[config.mk]
export PLATFORM = sky130hd
export DESIGN_NAME = key_conditioner
export DESIGN_NICKNAME = d
export VERILOG_FILES = /design/src/rtl/key_conditioner.sv
export SDC_FILE = /design/constraint.sdc
export NUM_CORES = 1
export LEC_CHECK = 0
export BUFFER_PORTS_ARGS = -buffer_cell sky130_fd_sc_hd__buf_2
export CAP_MARGIN = 30
export CORE_UTILIZATION = 47
export CTS_CLUSTER_DIAMETER = 50
export CTS_CLUSTER_SIZE = 28
export DETAILED_ROUTE_END_ITERATION = 16
export GPL_ROUTABILITY_DRIVEN = 0
export PLACE_DENSITY = 0.68
export SYNTH_ARGS = -nofsm -noshare
export SYNTH_HDL_FRONTEND = slang
export SYNTH_SLANG_ARGS = --single-unit
export TNS_END_PERCENT = 20
[constraint.sdc]
create_clock -name CLOCK_50 -period 6.32 [get_ports CLOCK_50]
set_clock_uncertainty 0.1 [all_clocks]
set_input_delay 0.316 -clock CLOCK_50 [delete_from_list [all_inputs] [get_ports CLOCK_50]]
set_output_delay 0.316 -clock CLOCK_50 [all_outputs]
set_load 0.01 [all_outputs]
[src/rtl/key_conditioner.sv]
// Pushbutton conditioner: per-key synchroniser, debouncer, press/release pulses
// and a step pulse stream with hold-to-auto-repeat.
module key_conditioner #(
  parameter int unsigned N_KEYS          = 4,
  parameter int unsigned DEBOUNCE_CYCLES = 500000,
  parameter int unsigned REPEAT_DELAY    = 25000000,
  parameter int unsigned REPEAT_PERIOD   = 5000000,
  parameter bit          KEY_ACTIVE_LOW  = 1'b1
) (
  input  logic              CLOCK_50,
  input  logic              Reset,
  input  logic [N_KEYS-1:0] KEY,
  output logic [N_KEYS-1:0] pressed,
  output logic [N_KEYS-1:0] press_pulse,
  output logic [N_KEYS-1:0] release_pulse,
  output logic [N_KEYS-1:0] step
);

  localparam int unsigned DB_W   = (DEBOUNCE_CYCLES > 0) ? $clog2(DEBOUNCE_CYCLES + 1) : 1;
  localparam int unsigned RP_MAX = (REPEAT_DELAY > REPEAT_PERIOD) ? REPEAT_DELAY : REPEAT_PERIOD;
  localparam int unsigned RP_W   = (RP_MAX > 0) ? $clog2(RP_MAX + 1) : 1;

  localparam logic [DB_W-1:0]   DB_LAST     = DB_W'(DEBOUNCE_CYCLES);
  localparam logic [RP_W-1:0]   DELAY_LAST  = RP_W'((REPEAT_DELAY > 0) ? REPEAT_DELAY - 1 : 0);
  localparam logic [RP_W-1:0]   PERIOD_LAST = RP_W'((REPEAT_PERIOD > 0) ? REPEAT_PERIOD - 1 : 0);
  localparam logic [N_KEYS-1:0] IDLE_LVL    = KEY_ACTIVE_LOW ? '1 : '0;

  typedef enum logic [1:0] {
    S_IDLE,
    S_DELAY,
    S_REPEAT,
    S_HOLD
  } state_t;

  logic [N_KEYS-1:0] r_sync1;
  logic [N_KEYS-1:0] r_sync2;
  logic [N_KEYS-1:0] w_s;
  logic [N_KEYS-1:0] r_pressed;
  logic [N_KEYS-1:0] r_pressed_d;
  logic [N_KEYS-1:0] w_rise;
  logic [N_KEYS-1:0] w_fall;
  logic [N_KEYS-1:0] r_press_pulse;
  logic [N_KEYS-1:0] r_release_pulse;
  logic [N_KEYS-1:0] r_step;
  logic [DB_W-1:0]   r_db_cnt [N_KEYS];
  logic [RP_W-1:0]   r_rp_cnt [N_KEYS];
  state_t            r_state  [N_KEYS];

  assign w_s    = KEY_ACTIVE_LOW ? ~r_sync2 : r_sync2;
  assign w_rise = r_pressed & ~r_pressed_d;
  assign w_fall = ~r_pressed & r_pressed_d;

  // Synchroniser resets to the released level so reset never looks like a press.
  always_ff @(posedge CLOCK_50 or posedge Reset) begin
    if (Reset) begin
      r_sync1 <= IDLE_LVL;
      r_sync2 <= IDLE_LVL;
    end else begin
      r_sync1 <= KEY;
      r_sync2 <= r_sync1;
    end
  end

  always_ff @(posedge CLOCK_50 or posedge Reset) begin
    if (Reset) begin
      r_pressed <= '0;
      for (int unsigned i = 0; i < N_KEYS; i++) r_db_cnt[i] <= '0;
    end else begin
      for (int unsigned i = 0; i < N_KEYS; i++) begin
        if (w_s[i] == r_pressed[i]) begin
          r_db_cnt[i] <= '0;
        end else if (r_db_cnt[i] == DB_LAST) begin
          r_pressed[i] <= ~r_pressed[i];
          r_db_cnt[i]  <= '0;
        end else begin
          r_db_cnt[i] <= r_db_cnt[i] + 1'b1;
        end
      end
    end
  end

  always_ff @(posedge CLOCK_50 or posedge Reset) begin
    if (Reset) begin
      r_pressed_d     <= '0;
      r_press_pulse   <= '0;
      r_release_pulse <= '0;
    end else begin
      r_pressed_d     <= r_pressed;
      r_press_pulse   <= w_rise;
      r_release_pulse <= w_fall;
    end
  end

  // Release is tested before the repeat terminal count so it wins a tie.
  always_ff @(posedge CLOCK_50 or posedge Reset) begin
    if (Reset) begin
      r_step <= '0;
      for (int unsigned i = 0; i < N_KEYS; i++) begin
        r_state[i]  <= S_IDLE;
        r_rp_cnt[i] <= '0;
      end
    end else begin
      for (int unsigned i = 0; i < N_KEYS; i++) begin
        r_step[i] <= 1'b0;
        case (r_state[i])
          S_IDLE: begin
            r_rp_cnt[i] <= '0;
            if (w_rise[i]) begin
              r_step[i] <= 1'b1;
              if (REPEAT_DELAY == 0) r_state[i] <= S_HOLD;
              else                   r_state[i] <= S_DELAY;
            end
          end
          S_DELAY: begin
            if (w_fall[i]) begin
              r_state[i]  <= S_IDLE;
              r_rp_cnt[i] <= '0;
            end else if (r_rp_cnt[i] == DELAY_LAST) begin
              r_step[i]   <= 1'b1;
              r_rp_cnt[i] <= '0;
              r_state[i]  <= S_REPEAT;
            end else begin
              r_rp_cnt[i] <= r_rp_cnt[i] + 1'b1;
            end
          end
          S_REPEAT: begin
            if (w_fall[i]) begin
              r_state[i]  <= S_IDLE;
              r_rp_cnt[i] <= '0;
            end else if (r_rp_cnt[i] == PERIOD_LAST) begin
              r_step[i]   <= 1'b1;
              r_rp_cnt[i] <= '0;
            end else begin
              r_rp_cnt[i] <= r_rp_cnt[i] + 1'b1;
            end
          end
          S_HOLD: begin
            r_rp_cnt[i] <= '0;
            if (w_fall[i]) r_state[i] <= S_IDLE;
          end
          default: begin
            r_state[i]  <= S_IDLE;
            r_rp_cnt[i] <= '0;
          end
        endcase
      end
    end
  end

  assign pressed       = r_pressed;
  assign press_pulse   = r_press_pulse;
  assign release_pulse = r_release_pulse;
  assign step          = r_step;

endmodule

# Yosys cells after proc, flatten, opt, wreduce, memory -nomap -nowiden

Cells that the tools add are included.

$add $sub $neg: 8
Multiply operators: 0
Equal/unequal tests: 40
Bitwise operators: 13
Mux-type cells: 72
Divide/modulo/power cells: 0
$lt $le $gt $ge: 0
Shifts and indexed selects: 0
Reductions and logical operators: 20

Operators with widths:

| cell                    | count |
|---|---|
| $mux W25                | 16 |
| $pmux W25 S3            | 4 |
| $mux W19                | 8 |
| $add A25 B1 Y25 const B | 4 |
| $eq A25 B23 Y1 const B  | 4 |
| $eq A25 B25 Y1 const B  | 4 |
| $add A19 B1 Y19 const B | 4 |
| $eq A19 B19 Y1 const B  | 4 |
| $mux W2                 | 16 |
| $pmux W2 S3             | 4 |
| $mux W1                 | 20 |
| $eq A2 B2 Y1 const B    | 8 |
| $reduce_or A2 Y1        | 8 |
| $ne A3 B3 Y1 const B    | 4 |
| $not A4 Y4              | 3 |
| $pmux W1 S3             | 4 |
| $reduce_and A3 Y1       | 4 |
| $and A4 B4 Y4           | 2 |
| $eq A2 B1 Y1 const B    | 4 |
| $logic_not A2 Y1        | 4 |
| $ne A2 B1 Y1 const B    | 4 |
| $ne A2 B2 Y1 const B    | 4 |
| $not A1 Y1              | 8 |
| $reduce_and A2 Y1       | 4 |
| $eq A1 B1 Y1            | 4 |

Bits in read-only memories: 0
Memories kept: 0
Latch bits: 0
RAM bits: 0
Register bits after elaboration: 212
Input bits: 6
Word-level logic and storage cells: 175

# Logic depth before layout (Yosys ltp)

Word-level depth: 4
Mapped depth: 9

# Worst setup path before layout

No wires, ideal clock.

Path kind: register to register
Start point: reg r_rp_cnt[56] (netlist name)
End point: reg r_rp_cnt[60] (netlist name)
Clock period less this slack: 2554 ps
Data required time: 6101 ps
Arrival time: 2336 ps
Cell stages (with the launch flop): 7
Slack: 3766 ps
Path buffers: 1
Setup time: 119 ps
Cells stage by stage: dfrtp_1 -> or4b_1 -> or4_4 -> o41a_1 -> a41oi_4 -> buf_6 -> nor2_1

Cells in the longest elaborated chain, start to end: 4
Elaborated cells between the ends (all ways): 8
Those cells by class: add/sub: 1; eq/ne: 2; mux: 5

Ends and longest elaborated chain:

| what                                          | RTL line | text |
|---|---|---|
| start, declared                               | 46       | `logic [RP_W-1:0] r_rp_cnt [N_KEYS];` |
| start signal, assigned by index               | 123      | `r_rp_cnt[i] <= r_rp_cnt[i] + 1'b1;` |
| start signal, assigned by index               | 134      | `r_rp_cnt[i] <= r_rp_cnt[i] + 1'b1;` |
| $add A25 B1 Y25, or another cell as far along | 123, 134 |  |
| $mux W25, on equally long branches            | 130, 118 |  |
| $mux W25, on equally long branches            | 127, 115 |  |
| $pmux W25 S3 (*)                              | 105      | `case (r_state[i])` |

Mark *: on every way between the ends. The rest lies on a longest branch, timed or not.
A chain may end at the register's enable or synchronous reset.

# Final worst setup path

Start point: reg r_rp_cnt[56] (netlist name)
End point: reg r_rp_cnt[74] (netlist name)

The elaborated chain is that of the path after synthesis.

==> flow_metrics.env <==
export IMPL_status="finished clean"
export IMPL_die_height_um=149
export IMPL_hold_buffers=5
export IMPL_post_cts_resized=0
export IMPL_synth_fp_nets=1054
export IMPL_tns_ns=0
export IMPL_synth_warnings=0
export IMPL_syn2layout_area_growth_pct=13.2
export IMPL_synthFlopType="dfrtp_1"
export IMPL_report_final_slew_viol_count=0
export IMPL_design_die_area_um2=22200
export IMPL_dpl_instance_area_um2=10500
export IMPL_hpwl_mm=11.7
export IMPL_core_region_area_um2=21100
export IMPL_fp_dieW_um=149
export IMPL_dr_first_iter_drc_count=350
export IMPL_async_flop_share_pct=100
export IMPL_grt_pass1_wl_mm=31.7
export IMPL_seq_power_share_pct=46.9
export IMPL_cts_tree="yes"
export IMPL_slowest_delay_ns=0.70
export IMPL_netlist_area_leader_share_pct=50.3
export IMPL_num_rows=53
export IMPL_cts_buffer_depth=3
export IMPL_grt_setup_unrepaired="false"
export IMPL_root_buffer="clkbuf_16"
export IMPL_n_fill_cell=1890
export IMPL_hold_viol=0
export IMPL_hold_path_class="reg2reg"
export IMPL_synth_area_leaders="dfrtp_1, nor2_1, xor2_1"
export IMPL_antenna_found_initial=0
export IMPL_drv_cap=0
export IMPL_ys_ff_latch=212
export IMPL_finalCriticalPeriod_ns=3.03
export IMPL_timing_final_crit_share_pct=47.9
export IMPL_total_power_mw=2.94
export IMPL_ant_nets=0
export IMPL_crit_required_ns=6.59
export IMPL_num_vias=7152
export IMPL_grt_max_degree=136
export IMPL_combPwrFrac_pct=1.9
export IMPL_cts_htree_levels=1
export IMPL_crit_slowest_cell="a41oi_4"
export IMPL_peakVddDrop_v=0.000211
export IMPL_p_leak_nw=4.72
export IMPL_start_kind="flop"
export IMPL_pwr_share_clk_pct=51.2
export IMPL_clock_latency_ns=0.53
export IMPL_powerDensity_nw_per_um2=256
export IMPL_grt_usage_pct=17.1
export IMPL_cts_setup_buffers=0
export IMPL_crit_type="reg2reg"
export IMPL_diodes=0
export IMPL_ios=22
export IMPL_numCtsBuffers=26
export IMPL_fmax_ghz=0.330
export IMPL_critPathArrivalTime_ns=3.30
export IMPL_clock_sinks=212
export IMPL_grt_pass1_vias=6885
export IMPL_overflow=0
export IMPL_drive_gt1_share_pct=8.92
export IMPL_vias_per_cell=5.25
export IMPL_worstPathMaxFanout=25
export IMPL_initial_core_util_pct=48.1
export IMPL_synth_area_um2=10200
export IMPL_yosys_area_top_type="dfrtp_1"
export IMPL_clkTransAtPathRegs_ns=0.07
export IMPL_synth_yosys_seq_area_share_pct=52.3
export IMPL_avgSynthCellArea_um2=9.80
export IMPL_synthDistinctLibCells=52
export IMPL_crit_chain="or4b_1, or4_4, o41a_1, a41oi_4, nor2_1"
export IMPL_wirelength_mm=18.2
export IMPL_syn_inst=1036
export IMPL_wl_per_cell_um=13.4
export IMPL_relSlewSlack_pct=29.8
export IMPL_worst_pin_slew_ns=1.04
export IMPL_first_pass_iters=4
export IMPL_synth_edff_count=0
export IMPL_fin_area_um2=11500
export IMPL_crit_family="simple AND/OR/NAND/NOR gates"
export IMPL_worst_path_buf_inv=0
export IMPL_p_switching_uw=724
export IMPL_switching_share_pct=24.6
export IMPL_setup_viol=0
export IMPL_crit_path_end_kind="flop"
export IMPL_p_int_mw=2.22
export IMPL_nets=1087
export IMPL_port_buffers=21
export IMPL_drc=0
-- layer usage --
metal	routed length (um)	global-route usage, %	up-vias
li1	-	-	3581
met1	8950	23.4	3471
met2	8310	27.8	65
met3	519	2.94	35
met4	413	4.85	0
met5	0	0	-
-- synthesized netlist by cell type, drive strengths merged, types with 3 or more instances --
master / count
ha: 12
a21oi: 15
nor4: 28
nor4b: 4
nor4bb: 5
or4b: 4
nand3: 69
dfstp: 8
a21boi: 3
and4: 16
or4: 8
dfrtp: 204
nand2: 68
nand4b: 5
or2: 6
nor2: 218
clkbuf: 19
mux2i: 3
buf: 6
nor2b: 5
or3: 10
nand4: 34
nand2b: 3
inv: 45
xor2: 82
and2: 5
o21ai: 3
nor3: 26
xnor2: 80
and3: 21
-- registers in the layout, summed over array words and instances (netlist names) --
signal / flops
r_rp_cnt: 100
r_db_cnt: 76
r_state: 8
press_pulse: 4
pressed: 4
r_pressed_d: 4
r_sync1: 4
r_sync2: 4
release_pulse: 4
step: 4
-- final cells by class --
cell class	count	area [um2]	share of cell area, %
inverter	45	176	1.53
tap	275	344	2.99
multi-input combinational	754	4560	39.6
clock inverter	19	226	1.97
clock buffer	28	679	5.91
sequential	212	5320	46.2
timing repair buffer	30	198	1.72
-- layout by cell type (no fill, tap or decap), types with 26 or more instances in the layout --
| master | instances |
|---|---|
| nand3_1 | 69 |
| nor3_1 | 26 |
| inv_1 | 44 |
| xnor2_1 | 80 |
| clkbuf_16 | 27 |
| xor2_1 | 82 |
| dfrtp_1 | 204 |
| nor4_1 | 28 |
| nor2_1 | 212 |
| nand4_1 | 34 |
| nand2_1 | 68 |
-- power groups by stage --
| stage | registers (mW) | clock network [mW] | logic, mW |
|---|---|---|---|
| after floorplan | 1.40 | 0 | 0.0412 |
| after global placement | 1.40 | 0 | 0.0548 |
| after detailed placement | 1.40 | 0 | 0.0559 |
| after CTS | 1.38 | 1.55 | 0.0588 |
| after global routing | 1.38 | 1.61 | 0.0681 |
| final | 1.38 | 1.50 | 0.0571 |
-- logic make-up after synthesis --
group                      count (synthesis)  synth area share, %
xor gates and xnor gates                 162                 14.0
adders and majority gates                 12                 1.48
muxes                                      3                0.296
and+or+nand+nor                          541                 26.6
AOI/OAI and AO/OA                         36                 2.55
DFF                                      212                 52.3
buffers and inverters                     70                 2.76
-- final timing paths --
check	to	from	cells past startpoint	slack, ns
setup / recovery	r_rp_cnt[74]	r_rp_cnt[56]	5	3.29
hold / removal	r_sync2[2]	r_sync1[2]	0	0.26
setup reg to reg	r_rp_cnt[74]	r_rp_cnt[56]	5	3.29
hold reg to reg	r_sync2[2]	r_sync1[2]	0	0.26
max in group asynchronous	r_sync1[3]	Reset	5	4.36
min in group asynchronous	r_rp_cnt[72]	Reset	3	0.43
-- stage by stage --
step	util [%]	setup slack [ns]	cells	hold WS, ns
4_1_cts	54.4	3.25	1362	0.257
3_3_place_gp	49.9	3.36	1310	0.247
6_report	54.5	3.29	1363	0.256
3_5_place_dp	49.9	3.27	1310	0.247
2_1_floorplan	-	0.123	1036	0.220
5_1_grt	54.5	3.07	1363	0.260
Note: power is estimated with default switching activity, not from simulation.
